### src/rtl/clock_mode_controller.sv
// Control and sequencing for the digital clock: button conditioning
// (sync, debounce, edge detect), the RUN/SET_SEC/SET_MIN/SET_HR mode FSM,
// the 1 Hz prescaler and the registered increment strobes for the counters.
module clock_mode_controller #(
    parameter int TICK_DIV        = 32768,
    parameter int DEBOUNCE_CYCLES = 655
) (
    input  logic       clock,
    input  logic       reset_n,
    input  logic       mode_btn,
    input  logic       inc_btn,
    output logic [1:0] mode,
    output logic       sec_inc,
    output logic       min_inc,
    output logic       hr_inc,
    output logic       carry_en,
    output logic       mode_led
);

    typedef enum logic [1:0] {
        RUN     = 2'd0,
        SET_SEC = 2'd1,
        SET_MIN = 2'd2,
        SET_HR  = 2'd3
    } mode_e;

    localparam int PW = (TICK_DIV > 1) ? $clog2(TICK_DIV) : 1;
    localparam int DW = (DEBOUNCE_CYCLES > 1) ? $clog2(DEBOUNCE_CYCLES) : 1;
    localparam logic [PW-1:0] PRESC_LAST = PW'(TICK_DIV - 1);
    localparam logic [DW-1:0] DEB_LAST   = DW'(DEBOUNCE_CYCLES - 1);

    // Bit 0 of each button vector is the mode button, bit 1 the increment button.
    localparam int MODE_B = 0;
    localparam int INC_B  = 1;

    logic [1:0]    btn_raw;
    logic [1:0]    sync1;
    logic [1:0]    sync2;
    logic [1:0]    deb;
    logic [1:0]    deb_prev;
    logic [1:0]    press;
    logic [DW-1:0] deb_cnt [2];

    assign btn_raw = {inc_btn, mode_btn};

    // Synchronise, debounce and rising-edge detect both buttons identically.
    always_ff @(posedge clock) begin
        // NOTE: all sequential state uses non-blocking assignment so every
        // register samples the pre-edge value of its neighbours.
        if (!reset_n) begin
            sync1    <= '0;
            sync2    <= '0;
            deb      <= '0;
            deb_prev <= '0;
            press    <= '0;
            for (int i = 0; i < 2; i++) begin
                deb_cnt[i] <= '0;
            end
        end else begin
            sync1    <= btn_raw;
            sync2    <= sync1;
            deb_prev <= deb;
            press    <= deb & ~deb_prev;
            for (int i = 0; i < 2; i++) begin
                if (sync2[i] == deb[i]) begin
                    deb_cnt[i] <= '0;
                end else if (deb_cnt[i] == DEB_LAST) begin
                    deb[i]     <= sync2[i];
                    deb_cnt[i] <= '0;
                end else begin
                    deb_cnt[i] <= deb_cnt[i] + 1'b1;
                end
            end
        end
    end

    mode_e         state_q;
    mode_e         state_d;
    logic [PW-1:0] presc_q;
    logic [PW-1:0] presc_d;
    logic          sec_d;
    logic          min_d;
    logic          hr_d;
    logic          mode_press;
    logic          inc_press;
    logic          run_active;

    assign mode_press = press[MODE_B];
    assign inc_press  = press[INC_B];

    // The prescaler only runs while RUN persists through this edge; leaving
    // RUN discards any partial count so re-entry always starts from zero.
    assign run_active = (state_q == RUN) && !mode_press;

    // Next mode, prescaler step and increment strobe selection.
    always_comb begin
        // NOTE: every output of this block gets a default first, so no path
        // leaves a value unassigned and no latch is inferred.
        state_d = state_q;
        presc_d = '0;
        sec_d   = 1'b0;
        min_d   = 1'b0;
        hr_d    = 1'b0;

        if (mode_press) begin
            state_d = mode_e'(state_q + 2'd1);
        end

        if (run_active) begin
            if (presc_q == PRESC_LAST) begin
                sec_d = 1'b1;
            end else begin
                presc_d = presc_q + 1'b1;
            end
        end

        // Field strobes follow the pre-advance mode, even when a mode press
        // lands in the same cycle.
        if (inc_press) begin
            case (state_q)
                SET_SEC: sec_d = 1'b1;
                SET_MIN: min_d = 1'b1;
                SET_HR:  hr_d  = 1'b1;
                default: ;
            endcase
        end
    end

    // Mode register, prescaler and registered outputs.
    always_ff @(posedge clock) begin
        if (!reset_n) begin
            state_q  <= RUN;
            presc_q  <= '0;
            sec_inc  <= 1'b0;
            min_inc  <= 1'b0;
            hr_inc   <= 1'b0;
            carry_en <= 1'b1;
            mode_led <= 1'b0;
        end else begin
            state_q  <= state_d;
            presc_q  <= presc_d;
            sec_inc  <= sec_d;
            min_inc  <= min_d;
            hr_inc   <= hr_d;
            carry_en <= (state_d == RUN);
            mode_led <= (state_d != RUN);
        end
    end

    assign mode = state_q;

endmodule

### config.mk
export PLATFORM = sky130hd
export DESIGN_NAME = clock_mode_controller
export DESIGN_NICKNAME = d
export VERILOG_FILES = /design/src/rtl/clock_mode_controller.sv
export SDC_FILE = /design/constraint.sdc
export NUM_CORES = 1
export LEC_CHECK = 0
export ABC_CLOCK_PERIOD_IN_PS = 1500
export BUFFER_PORTS_ARGS = -buffer_cell sky130_fd_sc_hd__buf_2
export CAP_MARGIN = 20
export CELL_PAD_IN_SITES_DETAIL_PLACEMENT = 1
export CELL_PAD_IN_SITES_GLOBAL_PLACEMENT = 2
export CORE_MARGIN = 1
export CORE_UTILIZATION = 36
export DETAILED_ROUTE_END_ITERATION = 8
export GPL_ROUTABILITY_DRIVEN = 0
export GPL_TIMING_DRIVEN = 0
export PLACE_DENSITY_LB_ADDON = 0.12
export SYNTH_ARGS = -nofsm -noshare
export SYNTH_HDL_FRONTEND = slang
export SYNTH_SLANG_ARGS = --single-unit
### constraint.sdc
create_clock -name clock -period 1.5 [get_ports clock]
set_input_delay 0.075 -clock clock [delete_from_list [all_inputs] [get_ports clock]]
set_output_delay 0.075 -clock clock [all_outputs]
set_load 0.05 [all_outputs]
Yosys cells after proc, flatten, opt, wreduce, memory -nomap -nowiden
Memory sizes are Yosys's and may differ from the RTL's. Cells that the tools add are included.

Input port bits: 4. RAM bits: 20. Memories: 1. Bits in registers: 32. Output and inout bits: 7. Logic and storage cells: 83.

Memory list: deb_cnt (words 2, width 10, read ports 2, clocked after Yosys merged registers in 0, write ports 2, line 42) `logic [DW-1:0] deb_cnt [2];`.

Add/sub/neg operators: 4. Eq/ne operators: 8. Multiplexer cells: 36. Reductions and logical operators: 9. Bitwise logic cells: 12.

Operators with widths (count): two-way mux 10 bit (6); two-way mux 1 bit (29); adder 10 x 1 -> 10 bit, second input constant (2); == test 10 bit, second input constant (2); adder 15 x 1 -> 15 bit, second input constant (1); == test 15 bit, second input constant (1); bitwise OR 1 bit (6); AND reduction 2 bit (3); == test 2 bit, second input constant (2); logical NOT 2 bit (2); NOT 1 bit (4); OR reduction 3 bit (1); adder 2 x 1 -> 2 bit, second input constant (1); AND 2 bit (1); == test 1 bit (2); == test 2 x 1 -> 1 bit, second input constant (1); two-way mux 2 bit (1); NOT 2 bit (1); nonzero test 2 bit (1); logical AND 1 bit (1); logical NOT 1 bit (1).

Depth between registers and ports, before layout
Gate-level depths: netlist of run 1.

Word-level depth: 7. Depth in mapped cells: 6. Mapped depth without buffers: 6.

Least setup slack after synthesis of run 1
No wires, ideal clock.

Path type: reg-to-reg. From: reg state_q[0], in the netlist mode[0]. To: reg presc_q[10]. Path buffers: 1. Library setup time: 0.118 ns. Data required time: 1.382 ns. Setup slack: -0.169 ns. Clock period less this slack: 1.669 ns. Cell stages (with the launch flop): 7. Arrival: 1.550 ns. Cell sequence: dfxtp_1 -> inv_1 -> ha_1 -> nand3b_1 -> a41o_1 -> buf_2 -> nor2_1.

Cells in the longest elaborated chain, start to end: 4.

RTL lines: start: declaration (line 77) `mode_e state_q;`; start signal: assignment (line 140) `state_q <= state_d;`; logical NOT 2 bit (line 93) `assign run_active = (state_q == RUN) && !mode_press;`; logical AND 1 bit (line 93); NOT 1 bit (no line); OR reduction 3 bit (no line); end signal: assignment (line 141) `presc_q <= presc_d;`; end: declaration (line 79) `logic [PW-1:0] presc_q;`.

No other way between the ends. A chain may end at the register's enable or synchronous reset.

==> qor.txt, run 1 <==
Final instance area = 2927 µm²
Final setup skew = 3.140 ps
Sequential area share after synthesis = 0.5397
H-tree Lvls = 2
Yosys cell types = 30
Via count = 1645
Post-synthesis mux area share = 0.01360
Final #Nets = 287
DR WL/cell = 13.01 µm
DP Area = 2522 µm²
Final hold vios = 0
Synth Area in Adders = 0.04897
Leak pwr = 1.153 nW
Drt first pass iters = 4
Yosys top cell area share = 0.2786
Worst relative slew slack = 0.5307
Total GRT Usage = 0.1461
Post-DP HPWL = 2856 µm
CP Cell Sequence = inv_1, ha_1, and4_1, nand4_1, nand3_2, nor2_1
XOR/XNOR share of the synthesized area = 0.1219
Ports = 11
Share of total power in the clock network = 0.371
DRT iter0 DRCs = 36
Post-synth ARST share = 0
Clk slew on worst S/H paths = 100 ps
#FFs+latches synth = 52
Final worst slack = -68.23 ps
Violated checks = negative setup slack
Fin crit share = 1.045
Worst Tran Pin Value = 703.9 ps
Unrepaired setup endpoints after global routing = yes
# diodes = 0
Hold crit path type = input port to register
Worst skew pair latency = 300 ps
Initial antenna violation count = 0
I/O Buffers = 9
Vias per inst = 4.700
First-pass GRT wire length = 7362 µm
Slowest cell on the critical path = edfxtp_1
Sw Share = 0.2268
Vias in the first global route = 1641
Placeable Area = 6026 µm²
Crit end category = register
Status = finished, violations left
Initial core utilization = 0.3816
Chip Width = 81.93 µm
Sw power = 607.1 µW
CP arrival = 1640 ps
Clock sinks = 52
Post-Syn Area = 2300 µm²
Slew Viols, Final = 0
Worst Path Buf+Inv = 1
Crit path max-delay family = simple AND/OR/NAND/NOR gates
Layout cells sized above 1 = 0.2473
Setup TNS = -933.6 ps
Residual DRC = 0
Clock Tree Buf Depth = 2
Avg Inst Size Synth = 10.41 µm²
Critical Path Fanout Max = 5
Cell accounting for the most synthesized area = dfxtp_1
YS warnings = 0
Flop pwr share = 0.575
GR Overflow Total = 0
Worst VDD drop = 0.5445 mV
CTS Buf Count = 5
Die footprint = 6712 µm²
Combinational share of power = 0.054
CTS tree = done
Total of max-cap violations = 0
Cell-internal power = 2.070 mW
Total Wirelength = 4553 µm
Final Setup Violations = 22
Root Driver = clkbuf_8
Area Overhead vs Synth = 27.26%
Maximum number of pins on one net before global-route repair = 18
Crit path kind = register to register
Fmax = 637.7 MHz
Largest family of logic cells by synthesized area = simple AND/OR/NAND/NOR gates
Synth top area cells = dfxtp_1, edfxtp_1, nor2_1, xor2_1, xnor2_1
Min Tclk post-route = 1568 ps
Post-Syn Instances = 221
CP Data Required Time = 1570 ps
Post-synth EDFFs = 20
Critical Path Source Type = register
Pwr/cell area = 914.6 nW/µm²
Synth Area in Compound Gates = 0.008705
Die height = 81.93 µm
Site Rows = 28
Post-DRT Antenna Nets = 0
Max incr delay on CP = 410 ps
Simple logic cell fraction of the synthesized area = 0.2388
Ys flop type = dfxtp_1
## timing repair
item / 4_1_cts / 5_1_grt
gates cloned: 2 / 0
pin swaps: 22 / 8
endpoints found under the hold margin: 2 / 0
hold buffers: 2 / 0
endpoints found under the setup margin: 34 / 34
setup buffers: 8 / 6
gates resized for setup: 12 / 25
## Yosys cell counts, types with 2 or more instances
cell and n:
xor2_1 17, edfxtp_1 20, inv_1 13, nor3_1 4
and3_1 4, nand3_1 14, dfxtp_1 32, ha_1 9
nor2_1 42, nand4_1 10, nand2_1 9, and2_1 6
nor2b_1 4, xnor2_1 15, and4_1 2, nor4_1 3
mux2i_1 2, clkbuf_1 2, nor2_2 2
## cell type report
| class | count | area [µm²] |
|---|---|---|
| buffer | 3 | 15.01 |
| clock buffer | 5 | 68.82 |
| clock inverter | 3 | 45.04 |
| fill | 694 | 3099 |
| inverter | 13 | 48.80 |
| multi-input combinational | 174 | 1221 |
| sequential | 52 | 1256 |
| tap | 75 | 93.84 |
| timing repair buffer | 25 | 177.7 |
## cell families after synthesis
group           count (synthesis)
fa+ha+maj                       9
mux                             3
other cells                     1
compound gates                  2
xor+xnor                       32
flops                          52
simple gates                  106
buf+inv                        16
## per-stage QoR
step                      hold slack [ps]  worst slack (ps)    util  cells  power, mW
final                               355.8            -68.23  0.4857    350      2.677
after global routing                380.4            -175.1  0.4857    350      2.791
after CTS                           358.2            -67.69  0.4659    344      2.705
after detailed placement            286.4            -291.3  0.4186    324      1.668
after global placement              281.2            -290.0  0.4186    324      1.664
after floorplan                     202.3             11.78       -    240      1.635
## power groups by stage
stage	combinational, mW	sequential, mW	clock [mW]
detailed placement	0.0941	1.57	0
floorplan	0.0730	1.56	0
global route	0.160	1.55	1.08
CTS	0.126	1.54	1.04
finish	0.144	1.54	0.993
global placement	0.0910	1.57	0
## worst reg2reg max path, stage by stage (launching register included)
cell      delay, ps
edfxtp_1        410
inv_1            70
ha_1            140
and4_1          190
nand4_1         230
nand3_2         230
nor2_1           60
## sequential cells by signal, summed over array words and instances, names as in the netlist, 2 cells and up
register  flops
deb_cnt      20
presc_q      15
deb           2
deb_prev      2
mode          2
press         2
sync1         2
sync2         2
## path summary, 6_finish.rpt
check | from | to | slack [ps] | cells past startpoint
max reg2reg | deb_cnt[1][0] | deb_cnt[1][1] | -70 | 6
max | deb_cnt[1][0] | deb_cnt[1][1] | -70 | 6
min reg2reg | deb_prev[0] | press[0] | 390 | 1
min | reset_n | mode[0] | 360 | 3
## per-layer routing
layer	vias up	GRT usage	part of all wire
li1	836	-	-
met1	790	0.1728	0.47
met2	12	0.2612	0.50
met3	7	0.03000	0.019
met4	0	0.04737	0.012
met5	-	0	0
## cells in the final DEF (no fill, tap or decap), drive strengths merged, types with 2 or more instances in the layout
cell / instances
and3: 4
buf: 24
inv: 15
and2: 6
and4: 3
dlygate4sd3: 2
nor3: 4
nand3: 16
clkbuf: 7
conb: 20
nand2: 9
xor2: 17
dfxtp: 32
nor2: 44
nor4: 4
edfxtp: 20
ha: 9
mux2i: 2
xnor2: 15
nor2b: 4
nand4: 11
(Power assumes the default switching activity.)
==> inputs of run 2 (changes only) <==
Settings changed: SKIP_CTS_REPAIR_TIMING set to 1.
==> qor.txt, run 2 (synthesis results as in run 1) <==
Clock Tree Buf Depth = 2 (unchanged)
Crit path max-delay family = simple AND/OR/NAND/NOR gates (unchanged)
I/O Buffers = 9 (unchanged)
Number of cells on the worst hold path = 3 (unchanged)
Maximum number of pins on one net before global-route repair = 18 (unchanged)
GR Overflow Total = 0 (unchanged)
Die height = 81.93 µm (unchanged)
Vias per inst = 4.751 (was 4.700)
Worst Tran Pin Value = 696.1 ps (was 703.9 ps)
CP arrival = 1680 ps (was 1640 ps)
Pwr/cell area = 931.0 nW/µm² (was 914.6 nW/µm²)
Reg with most FFs = deb_cnt (unchanged)
Root Driver = clkbuf_8 (unchanged)
Commonest non-fill, non-tap cell in the layout = nor2_1 (unchanged)
Slowest cell on the critical path = edfxtp_1 (unchanged)
Site Rows = 28 (unchanged)
Ports = 11 (unchanged)
Final worst slack = -107.7 ps (was -68.23 ps)
Worst VDD drop = 0.5489 mV (was 0.5445 mV)
Unrepaired setup endpoints after global routing = yes (unchanged)
Final setup skew = 4.376 ps (was 3.140 ps)
CP Cell Sequence = inv_1, ha_1, and4_1, nand4_1, nand3_2, nor2_1 (unchanged)
Layout cells sized above 1 = 0.2153 (was 0.2473)
Largest regs = deb_cnt: 20 flops, presc_q: 15 flops (unchanged)
Vias in the first global route = 1524 (was 1641)
DR WL/cell = 12.91 µm (was 13.01 µm)
Via count = 1658 (was 1645)
Worst Path Buf+Inv = 1 (unchanged)
R2R cell count = 6 (unchanged)
Violated checks = negative setup slack (unchanged)
Min Tclk post-route = 1608 ps (was 1568 ps)
Post-DRT Antenna Nets = 0 (unchanged)
Post-place setup slack = -291.3 ps (unchanged)
Status = finished, violations left (unchanged)
Placeable Area = 6026 µm² (unchanged)
Final #Nets = 286 (was 287)
Fmax = 622.0 MHz (was 637.7 MHz)
Critical Path Fanout Max = 5 (unchanged)
Worst skew pair latency = 310 ps (was 300 ps)
Crit end category = register (unchanged)
Worst relative slew slack = 0.5359 (was 0.5307)
Total GRT Usage = 0.1346 (was 0.1461)
# diodes = 0 (unchanged)
Crit path kind = register to register (unchanged)
Fill cell count = 700 (was 694)
Initial core utilization = 0.3816 (unchanged)
Drt first pass iters = 4 (unchanged)
Chip Width = 81.93 µm (unchanged)
Min-Delay Endpoint = mode[0] (unchanged)
Max FFs per register = 20 (unchanged)
Hold crit path type = input port to register (unchanged)
Critical Path Source Type = register (unchanged)
CTS tree = done (unchanged)
Fin crit share = 1.072 (was 1.045)
Flop-to-flop setup slack = -110 ps (was -70 ps)
Leak pwr = 1.142 nW (was 1.153 nW)
H-tree Lvls = 2 (unchanged)
First-pass GRT wire length = 6796 µm (was 7362 µm)
Final hold vios = 0 (unchanged)
Clk slew on worst S/H paths = 100 ps (about the same)
Max incr delay on CP = 440 ps (was 410 ps)
Area Overhead vs Synth = 25.14% (was 27.26%)
Clock sinks = 52 (unchanged)
DRT iter0 DRCs = 34 (was 36)
Hold_sp = reset_n (unchanged)
CP Data Required Time = 1570 ps (about the same)
Power Total = 2.679 mW (was 2.677 mW)
Final Setup Violations = 22 (unchanged)
Residual DRC = 0 (unchanged)
Post-DP HPWL = 2856 µm (unchanged)
FF-to-FF Start = deb_cnt[1][0] (unchanged)
Most frequent cells in the layout = nor2_1, dfxtp_1, edfxtp_1, conb_1, xor2_1 (unchanged)
Slew Viols, Final = 0 (unchanged)
Total Wirelength = 4506 µm (was 4553 µm)
Initial antenna violation count = 0 (unchanged)
R2R Path End = deb_cnt[1][8] (was deb_cnt[1][1])
Total of max-cap violations = 0 (unchanged)
CTS Buf Count = 5 (unchanged)
Die footprint = 6712 µm² (unchanged)
[run 2: changes by cell type in the layout (fill, tap and decap cells not counted), sizes merged]
| cell | previous run | this run |
|---|---|---|
| buf | 24 | 23 |
[run 2: how the worst max path moves through the flow]
stage | start | end | slack, ps | cells after the start
finish | deb_cnt[1][0] | deb_cnt[1][8] | -110 | 6
global route | deb_cnt[1][0] | deb[1] | -220 | 7
CTS | deb_cnt[0][0] | deb_cnt[0][9] | -310 | 6
detailed placement | deb_cnt[0][0] | deb_cnt[0][9] | -290 | 6
global placement | deb_cnt[0][0] | deb_cnt[0][9] | -290 | 6
floorplan | deb_cnt[0][0] | deb_cnt[0][2] | 10 | 6
[run 2: area by class of cell]
class,count,area (µm²),area share
timing repair buffer,24,170.2,0.05913
multi-input combinational,174,1189,0.4130
clock buffer,5,68.82,0.02391
buffer,3,15.01,0.005217
clock inverter,3,45.04,0.01565
inverter,13,48.80,0.01696
tap,75,93.84,0.03261
sequential,52,1247,0.4335
[run 2: worst reg2reg max path, delay by kind of cell (launching register included)]
kind	cells	cell delay, ps
fa+ha+maj	1	140
buf+inv	1	80
flops	1	440
simple gates	4	710
[run 2: layer usage]
layer / part of all wire / routed length, µm / GRT usage
met2: 0.51 / 2301 / 0.2248
met4: 0.012 / 54 / 0.04737
met3: 0.020 / 92 / 0.03000
met1: 0.46 / 2058 / 0.1694
met5: 0 / 0 / 0
[run 2: power by group]
| group | total (mW) | switching (mW) | internal (mW) |
|---|---|---|---|
| clock network | 1.00 | 0.495 | 0.505 |
| registers | 1.54 | 0.0424 | 1.50 |
| logic | 0.135 | 0.0723 | 0.0629 |
| total | 2.68 | 0.610 | 2.07 |
[run 2: stage by stage]
step	utilization	instances	TNS [ps]	hold WS [ps]	cell area, µm²
floorplan	-	240	0	202.3	2384
global placement	0.4186	324	-4251	281.2	2522
detailed placement	0.4186	324	-4554	286.4	2522
CTS	0.4375	332	-5151	-39.38	2636
global route	0.4776	349	-3905	380.4	2878
finish	0.4776	349	-1856	348.5	2878
